===== config.mk =====
export PLATFORM = sky130hd
export DESIGN_NAME = acc_drain
export DESIGN_NICKNAME = d
export VERILOG_FILES = /design/src/rtl/acc_drain.sv
export SDC_FILE = /design/constraint.sdc
export NUM_CORES = 1
export LEC_CHECK = 0
export ABC_AREA = 1
export CELL_PAD_IN_SITES_DETAIL_PLACEMENT = 1
export CELL_PAD_IN_SITES_GLOBAL_PLACEMENT = 1
export CORE_AREA = 8 8 270 272
export CTS_CLUSTER_DIAMETER = 80
export DETAILED_ROUTE_END_ITERATION = 10
export DIE_AREA = 0 0 278 280
export GPL_TIMING_DRIVEN = 0
export PLACE_DENSITY_LB_ADDON = 0.1
export REMOVE_ABC_BUFFERS = 1
export SYNTH_ARGS = -nofsm -noshare
export SYNTH_HDL_FRONTEND = slang
export SYNTH_SLANG_ARGS = --single-unit

===== constraint.sdc =====
create_clock -name clk -period 7 [get_ports clk]
set_clock_uncertainty 0.1 [all_clocks]
set_input_delay 0.7 -clock clk [delete_from_list [all_inputs] [get_ports clk]]
set_output_delay 0.7 -clock clk [all_outputs]
set_load 0.005 [all_outputs]

===== src/rtl/acc_drain.sv =====
// Accumulator-bank drain: round-robin reads of non-empty lanes, one word at a
// time onto a valid/ready stream. Define ACC_DRAIN_PERF_EN to build the stall counter.

module acc_drain_lane #(
  parameter int CNT_W = 16
) (
  input  logic             clk,
  input  logic             rst,
  input  logic             load,
  input  logic [CNT_W-1:0] load_val,
  input  logic             dec,
  output logic             rem_zero,
  output logic             rem_one
);
  localparam logic [CNT_W-1:0] ONE = 1;

  logic [CNT_W-1:0] rem;

  // Guarded decrement: a lane at zero is never granted, but never wrap regardless
  always_ff @(posedge clk or posedge rst) begin
    if (rst)                     rem <= '0;
    else if (load)               rem <= load_val;
    else if (dec && rem != '0)   rem <= rem - ONE;
  end

  assign rem_zero = (rem == '0);
  assign rem_one  = (rem == ONE);
endmodule

module acc_drain #(
  parameter int LANES  = 4,
  parameter int DATA_W = 128,
  parameter int CNT_W  = 16,
  parameter int RD_LAT = 1,
  localparam int LW    = $clog2(LANES)
) (
  input  logic                           clk,
  input  logic                           rst,
  input  logic                           start,
  input  logic [CNT_W-1:0]               cfg_words,
  input  logic [LANES-1:0]               acc_empty,
  input  logic [LANES-1:0][DATA_W-1:0]   accum_o_data,
  output logic [LANES-1:0]               accums_rd_en,
  output logic [DATA_W-1:0]              m_data,
  output logic [LW-1:0]                  m_lane,
  output logic                           m_last,
  output logic                           m_valid,
  input  logic                           m_ready,
  output logic                           busy,
  output logic                           done,
  output logic [31:0]                    perf_stall_cycles
);
  typedef enum logic [2:0] {IDLE, ARB, RD, WAIT, OUT, DONE} state_t;

  localparam logic [LANES-1:0] LANE0     = 1;
  localparam int               WAIT_INIT = (RD_LAT > 1) ? RD_LAT - 2 : 0;

  state_t            state, state_n;
  logic [LW-1:0]     sel, rr_ptr, grant_idx, idx;
  logic              grant_vld;
  logic [1:0]        wait_cnt;
  logic [LANES-1:0]  rem_zero, rem_one, elig, post_zero;
  logic              start_acc, rd_fire, capture, last_flag, hs;

  assign start_acc = (state == IDLE) && start;
  // Re-check empty in the strobe cycle so a lane that emptied since grant is never read
  assign rd_fire   = (state == RD) && !acc_empty[sel];
  assign hs        = m_valid && m_ready;

  genvar l;
  generate
    for (l = 0; l < LANES; l++) begin : g_lane
      acc_drain_lane #(.CNT_W(CNT_W)) u_lane (
        .clk      (clk),
        .rst      (rst),
        .load     (start_acc),
        .load_val (cfg_words),
        .dec      (rd_fire && (sel == LW'(l))),
        .rem_zero (rem_zero[l]),
        .rem_one  (rem_one[l])
      );
      assign elig[l] = !acc_empty[l] && !rem_zero[l];
      // Capture in RD sees the pre-decrement count for the lane being read
      assign post_zero[l] = ((state == RD) && (sel == LW'(l))) ? rem_one[l] : rem_zero[l];
    end
  endgenerate

  assign last_flag = &post_zero;

  // Rotating priority: lowest offset from rr_ptr wins
  always_comb begin
    grant_vld = 1'b0;
    grant_idx = rr_ptr;
    idx       = rr_ptr;
    for (int i = LANES - 1; i >= 0; i--) begin
      idx = rr_ptr + LW'(i);
      if (elig[idx]) begin
        grant_vld = 1'b1;
        grant_idx = idx;
      end
    end
  end

  assign capture = (rd_fire && (RD_LAT == 1)) || ((state == WAIT) && (wait_cnt == '0));

  always_comb begin
    state_n = state;
    case (state)
      IDLE: if (start) state_n = (cfg_words == '0) ? DONE : ARB;
      ARB:  if (grant_vld) state_n = RD;
      RD: begin
        if (!rd_fire)          state_n = ARB;
        else if (RD_LAT == 1)  state_n = OUT;
        else                   state_n = WAIT;
      end
      WAIT: if (wait_cnt == '0) state_n = OUT;
      OUT:  if (hs) state_n = m_last ? DONE : ARB;
      DONE: state_n = IDLE;
      default: state_n = IDLE;
    endcase
  end

  always_ff @(posedge clk or posedge rst) begin
    if (rst) begin
      state    <= IDLE;
      sel      <= '0;
      rr_ptr   <= '0;
      wait_cnt <= '0;
      m_data   <= '0;
      m_lane   <= '0;
      m_last   <= 1'b0;
      m_valid  <= 1'b0;
    end else begin
      state <= state_n;
      if (start_acc)               rr_ptr <= '0;
      if (state == ARB && grant_vld) sel  <= grant_idx;
      if (rd_fire) begin
        rr_ptr   <= sel + LW'(1);
        wait_cnt <= 2'(WAIT_INIT);
      end else if (state == WAIT && wait_cnt != '0) begin
        wait_cnt <= wait_cnt - 2'd1;
      end
      if (capture) begin
        m_data  <= accum_o_data[sel];
        m_lane  <= sel;
        m_last  <= last_flag;
        m_valid <= 1'b1;
      end else if (hs) begin
        m_valid <= 1'b0;
      end
    end
  end

  assign accums_rd_en = rd_fire ? (LANE0 << sel) : '0;
  assign busy         = (state != IDLE);
  assign done         = (state == DONE);

`ifdef ACC_DRAIN_PERF_EN
  logic [31:0] stall_q;
  always_ff @(posedge clk or posedge rst) begin
    if (rst)                                                 stall_q <= '0;
    else if (start_acc)                                      stall_q <= '0;
    else if (m_valid && !m_ready && stall_q != 32'hFFFF_FFFF) stall_q <= stall_q + 32'd1;
  end
  assign perf_stall_cycles = stall_q;
`else
  assign perf_stall_cycles = '0;
`endif
endmodule

# After elaboration in Yosys (flattened, before gate mapping)
# Cells that the tools add are included.
# totals
register_bits,205
inputBits,536
# classes
add_sub_neg,9
magnitude_cmp,5
eq_ne,16
n_shift,1
mux,47
n_reduce_logical,55
# ops
cell,count
binary-select mux 128 bit (select 2 bit),1
2-to-1 mux 128 bit,1
2-to-1 mux 16 bit,8
zero test 16 bit,5
"== test 16 x 1 -> 1 bit, second input constant",4
nonzero test 16 bit,4
"subtractor 16 x 1 -> 16 bit, second input constant",4
logical AND 1 bit,22
2-to-1 mux 3 bit,7
2-to-1 mux 2 bit,8
nonzero test 2 bit,8
"less-than comparator 2 x 3 -> 1 bit, second input constant",5
2-to-1 mux 1 bit,15
case mux 3 bit (5 select lines),1
binary-select mux 1 bit (select 2 bit),5
zero test 1 bit,9
AND reduction 4 bit,2
"== test 3 x 2 -> 1 bit, second input constant",2
"== test 3 bit, second input constant",2
"!= test 2 bit, second input constant",3
"adder 2 x 1 -> 2 bit, second input constant",2
"adder 2 bit, second input constant",2
"== test 2 bit, second input constant",2
zero test 2 bit,2
9 further kinds,9

# Depth between registers and ports, before layout
# Gate-level depths: netlist (run 1).
# depth
word_depth,11
depth_mapped,15
ltp_nobuf,15

# Modules after synthesis
# Synthesis (run 1) repeated with hierarchy kept, for this count alone.
# hier_totals
cells_unflattened,2246
area_unflattened_um2,14552.7
# modules_own_cells
mod,n_inst,cells_per_inst,area_each_um2
acc_drain,1,1470,9472.8
acc_drain_lane,4,194,1270.0

# Least setup slack after synthesis (run 1)
# OpenSTA, ideal clock, no wires.
# synth_timing
kind,register to output
startpoint,register sel[0]
endpoint,output port accums_rd_en[2]
arrival_ns,1.657
t_required_ns,6.200
setup_slack_ns,4.543
path_stages_with_launch,10
path_cell_list,dfrtp_1 -> buf_4 -> inv_2 -> buf_2 -> buf_2 -> buf_2 -> buf_2 -> ha_1 -> inv_1 -> nor2_4
# synth_between
elab_chain_cells,5
word_cells_on_any_way,6
# synth_lines
item,line,rtl
from (decl),59,"logic [LW-1:0] sel, rr_ptr, grant_idx, idx;"
from (signal assigned),136,if (state == ARB && grant_vld) sel <= grant_idx;
binary-select mux 1 bit (select 2 bit),67,assign rd_fire = (state == RD) && !acc_empty[sel];
2-to-1 mux 1 bit (not written as such),67,
zero test 1 bit,67,
logical AND 1 bit,67,
2-to-1 mux 4 bit (*),154,assign accums_rd_en = rd_fire ? (LANE0 << sel) : '0;
to (decl),43,"output logic [LANES-1:0] accums_rd_en,"
# Every way passes the cells marked *; elsewhere a longest branch is shown, timed or not. The select of a mux whose other input is x is not followed.

# Worst setup path in the final report (run 1)
# layout_timing
startpoint,register sel[1]
endpoint,output port accums_rd_en[3]
# Same word-level chain as after synthesis.

==> results.json, run 1 <==
{
  "critPathBufInv": 4,
  "ir_worst_vdd_mv": 0.225,
  "worst_pin_slew_ps": 849,
  "synth_area_leaders": "dfrtp_1, nor2_1, o21ai_0",
  "ios": 706,
  "die_y_um": 280,
  "dieWidth_um": 278,
  "slew_violations": 0,
  "power.density_nw_per_um2": 406,
  "cts.hold.buffers_added": 0,
  "fin_crit_sh_pct": 61.9,
  "rsz0062_at_grt": "no",
  "htreeDepth": 2,
  "cp_slowest_stage_delay_ps": 600,
  "synth_ff_type": "dfrtp_1",
  "grt_max_degree": 151,
  "synth.top_cell.area_share_pct": 37.6,
  "cap_violations": 0,
  "dpl.hpwl_um": 72500,
  "min_period_ps": 4330,
  "syn-cell-area_um2": 13600,
  "via_count": 16500,
  "post_drt_wl_per_cell_um": 25.7,
  "placementRows": 97,
  "syn_avg_cell_area_um2": 6.73,
  "coreArea_um2": 68900,
  "grt_pass1_vias": 17000,
  "cpMaxStageDelayCell": "dfrtp_4",
  "track_usage_pct": 22.2,
  "cts_setup_buffers": 0,
  "ys_seq_area_share_pct": 37.6,
  "cp_common_cell": "buf_16",
  "final_antenna_net_count": 0,
  "cp-end-kind": "output pin",
  "status": "completed",
  "yosys_warnings": 0,
  "synth-async-reset-ratio_pct": 100,
  "start_util_pct": 19.8,
  "synth_common_cells": "nor2_1, nand2_1, o21ai_0",
  "dp.cells": 3470,
  "ys_ff_latch": 205,
  "vias_per_cell": 4.65,
  "root_buffer": "clkbuf_16",
  "yosysUniqueCellTypes": 49,
  "cp-start-kind": "flip-flop",
  "slew_headroom_pct": 43.2,
  "fmaxAchievable_ghz": 0.231,
  "totalWireLength_um": 90900,
  "min_path_type": "reg2reg",
  "yosysTopAreaCell": "dfrtp_1",
  "port_buffers": 673,
  "die_area_um2": 77800,
  "cpLargestDelayFamily": "buffers and inverters",
  "final_layout_size_suffix_gt1_share_pct": 3.71,
  "synth_edf_count": 0,
  "grt_pass1_wl_um": 127000,
  "layout.nets": 3170,
  "path_clk_slew_ps": 50,
  "cp_data_required_time_ps": 6200,
  "hold_viol": 0,
  "clockBufferDepth": 3,
  "grt_antenna_before_repair": 35,
  "drtIter0Drc": 795,
  "final.setup.tns_ps": 0,
  "clock_latency_ps": 540,
  "cp_cell_sequence": "buf_16, inv_6, buf_16, nand3_1, nand2_2, nand2_8, nor2_2, clkdlybuf4s50_1",
  "areaGrowthSynthToFinish_pct": 64.0,
  "cellLeakagePower_nw": 9.19,
  "clock_sinks": 205,
  "path_class": "reg2out",
  "arrival_ps": 3530,
  "post_cts_resized": 0,
  "gp_congestion": 0.854,
  "synth_cells": 2026,
  "grt_overflow": 0,
  "numCtsBuffers": 35,
  "layoutNonFillerInstCount": 3537,
  "setup_violations": 0,
  "crit_path_max_fanout": 85,
  "synth_most_common_cell": "nor2_1",
  "cts_tree": "yes",
  "drc": 0,
  "dr.pass1.iters": 5
}
## final timing paths
kind,startpoint,end,slack (ps),cells after the start
setup reg to reg,sel[0],m_data[30],2980,13
min in group asynchronous,rst,m_data[52],510,2
hold / removal,m_data[35],m_data[35],380,2
hold reg to reg,m_data[35],m_data[35],380,2
setup / recovery,sel[1],accums_rd_en[3],2670,8
max in group asynchronous,rst,sel[0],5010,4
## area by class of cell
cell class	count	area (um2)
inverter	79	327
sequential	205	5140
fill	8314	46600
tap	891	1110
clock inverter	9	125
antenna	6	15.0
timing repair buffer	688	7120
multi-input combinational	1608	7450
clock buffer	51	1070
## cells in the final DEF, fill, tap and decap left out, types with 11 or more instances in the layout
cell type	count
a21oi_1	13
a31oi_1	99
buf_16	11
clkbuf_16	37
clkdlybuf4s50_1	673
conb_1	32
dfrtp_1	203
ha_1	17
inv_1	72
nand2_1	317
nand3_1	64
nand4_1	18
nor2_1	595
nor3_1	14
o211ai_1	14
o21ai_0	305
o22ai_1	56
xor2_1	11
## cell families after synthesis
| kind of cell | after synthesis | share of synthesized area (%) |
|---|---|---|
| compound gates | 506 | 20.7 |
| xor+xnor | 13 | 0.835 |
| fa+ha+maj | 17 | 1.56 |
| buf+inv | 244 | 8.56 |
| flops | 205 | 37.6 |
| other cells | 1 | 0.0275 |
| simple gates | 1040 | 30.7 |
## metal layers
layer / vias up / share of wire, % / track usage [%]
li1: 7911 / - / -
met1: 7928 / 42 / 26.4
met2: 454 / 50 / 39.6
met3: 117 / 6.4 / 6.70
met4: 42 / 1.7 / 4.18
met5: - / 0.29 / 0
## power breakdown
part	total [mW]	internal, mW	switching [mW]
combinational	4.99	2.01	2.98
sequential	2.26	1.77	0.489
clock	1.83	1.16	0.668
## flip-flops by register name (all words and copies together), names as in the netlist
| signal | cells |
|---|---|
| g_lane.u_lane.rem | 64 |
| m_lane | 2 |
| state | 3 |
| wait_cnt | 2 |
| m_valid | 1 |
| m_data | 128 |
| sel | 2 |
| m_last | 1 |
| rr_ptr | 2 |
## tightest hold or removal path: stages (launching register included)
cell,delay (ps)
dfrtp_1,340
nand2_1,50
nand2_1,50
## through the flow
stage	hold WS (ps)	setup slack [ps]	total power [mW]	utilization, %	area [um2]
after floorplan	342	-2710	4.64	-	12900
after global placement	366	-12290	7.27	30.1	20700
after detailed placement	367	2530	7.33	30.7	21100
after CTS	382	2600	9.24	32.4	22300
after global routing	403	2500	9.79	32.4	22300
final	378	2670	9.07	32.4	22400
No activity file was read; power rests on OpenSTA's default activity.
==> inputs of run 2 (changes only) <==
Clock period 7 ns to 3.78 ns, I/O delays scaled along.
==> run 2 against run 1 <==
Compared with the run above: combinational power is 88% higher; critical path type unchanged; sequential power grew 85%; via count up 0.56%; sequential share of layout area fell by 0.12 points; count of clock-buffer cells in the layout unchanged.
==> results.json, run 2 (synthesis gave the netlist of run 1 again) <==
{
  "status": "completed",
  "coreArea_um2": 68900,
  "setup_violations": 0,
  "drtIter0Drc": 849,
  "cp_data_required_time_ps": 3300,
  "die_area_um2": 77800,
  "cp-start-kind": "flip-flop",
  "rsz0062_at_grt": "yes",
  "crit_path_max_fanout": 112,
  "port_buffers": 673,
  "top_register": "m_data",
  "areaGrowthSynthToFinish_pct": 64.9,
  "min_path_type": "in2async",
  "final_common_cell": "clkdlybuf4s50_1",
  "fin_crit_sh_pct": 98.2,
  "hold_viol": 0,
  "cp-end-kind": "output pin",
  "start_util_pct": 19.8,
  "ir_worst_vdd_mv": 0.424,
  "busiest_layer": "met2",
  "cellLeakagePower_nw": 9.23,
  "fmaxAchievable_ghz": 0.269,
  "placementRows": 97,
  "grt_pass1_wl_um": 128000,
  "use_met2_pct": 39.9,
  "met3_usage_pct": 6.68,
  "drc": 0,
  "worst_pin_slew_ps": 1050,
  "final.setup.tns_ps": 0,
  "clockBufferDepth": 3,
  "slew_violations": 0,
  "clock_latency_ps": 540,
  "largest_register_ffs": 128,
  "path_clk_slew_ps": 60,
  "root_buffer": "clkbuf_16",
  "cpMaxStageDelayCell": "clkdlybuf4s50_1",
  "met1_usage_pct": 26.8,
  "gp_congestion": 0.854,
  "htreeDepth": 2,
  "final_cell_mix": "clkdlybuf4s50_1, nor2_1, nand2_1, o21ai_0, dfrtp_1",
  "cp_slowest_stage_delay_ps": 550,
  "grt_pass1_vias": 17000,
  "vias_per_cell": 4.67,
  "utilization_pct": 32.6,
  "numCtsBuffers": 35,
  "path_class": "reg2out",
  "final_layout_size_suffix_gt1_share_pct": 3.86,
  "cp_cell_sequence": "buf_16, buf_16, inv_12, nand2_1, nand3_1, nand2_2, nand2_8, nor2_2, clkdlybuf4s50_1",
  "arrival_ps": 3240,
  "finalPower_mw": 17.0,
  "cap_violations": 0,
  "totalWireLength_um": 92400,
  "post_drt_wl_per_cell_um": 26.1,
  "ios": 706,
  "dieWidth_um": 278,
  "reg_top3": "m_data: 128 flops, g_lane.u_lane.rem: 64 flops, state: 3 flops",
  "final_antenna_net_count": 0,
  "min_period_ps": 3710,
  "dr.pass1.iters": 5,
  "dpl.hpwl_um": 72500,
  "power.density_nw_per_um2": 755,
  "grt_max_degree": 151,
  "track_usage_pct": 22.5,
  "nFillCells": 8313,
  "grt_overflow": 0,
  "cts_tree": "yes",
  "cp_common_cell": "buf_16",
  "grt_antenna_before_repair": 38,
  "clock_sinks": 205,
  "via_count": 16500,
  "die_y_um": 280,
  "slew_headroom_pct": 29.3,
  "layout.nets": 3173
}
## run 2: cell types whose count changed in the layout (fill, tap and decap cells not counted), moves of 2 or more
cell,change
bufbuf_16,+2
inv_12,+2
diode_2,+4
inv_8,-2
## run 2: cell type report
class / count / area [um2] / area share (%)
diodes: 10 / 25.0 / 0.111
clock buffers: 51 / 1070 / 4.75
clock inverters: 9 / 125 / 0.557
inverters: 79 / 362 / 1.61
multi-input cells: 1608 / 7460 / 33.2
flip-flops and latches: 205 / 5140 / 22.9
well taps: 891 / 1110 / 4.96
repair buffers: 690 / 7170 / 31.9
repair inverters: 1 / 5.00 / 0.0223
## run 2: worst paths after layout
check	start	depth (start not counted)	slack (ps)	end
min reg2reg	m_data[35]	2	380	m_data[35]
min in group clk	m_ready	2	340	m_valid
min	rst	2	190	m_data[52]
max	sel[0]	9	70	accums_rd_en[0]
max reg2reg	sel[0]	14	190	g_lane[1].u_lane.rem[15]
max in group asynchronous	rst	4	2130	sel[0]
## run 2: critical path: cells and delay by family (launching register included)
family        cells  cell delay, ps
buf+inv           4            1260
flops             1             430
simple gates      5             750
## run 2: through the flow
stage | setup slack [ps] | cell area, um2 | std cells | hold slack (ps)
after floorplan | -5930 | 12900 | 1892 | 342
after global placement | -15510 | 20700 | 3456 | 366
after detailed placement | -428 | 21100 | 3470 | 367
after CTS | 23.9 | 22400 | 3533 | 182
after global routing | -4.35 | 22500 | 3537 | 201
final | 66.2 | 22500 | 3544 | 190
## run 2: repair_timing
action | in CTS | in global routing
gates resized for setup | 7 | 2
cloned | 2 | 1
hold buffers | 0 | 0
endpoints found under the setup margin | 164 | 5
setup buffers | 1 | 0
## run 2: routing by layer
metal / vias up / share of wire, %
met5: - / 0.30
met4: 44 / 1.8
met3: 119 / 6.4
met2: 452 / 50
met1: 8003 / 42
li1: 7926 / -
## run 2: report_power, final
| group | switching [mW] | total, mW | internal (mW) |
|---|---|---|---|
| sequential | 0.910 | 4.18 | 3.27 |
| combinational | 5.61 | 9.39 | 3.78 |
| clock | 1.24 | 3.40 | 2.15 |
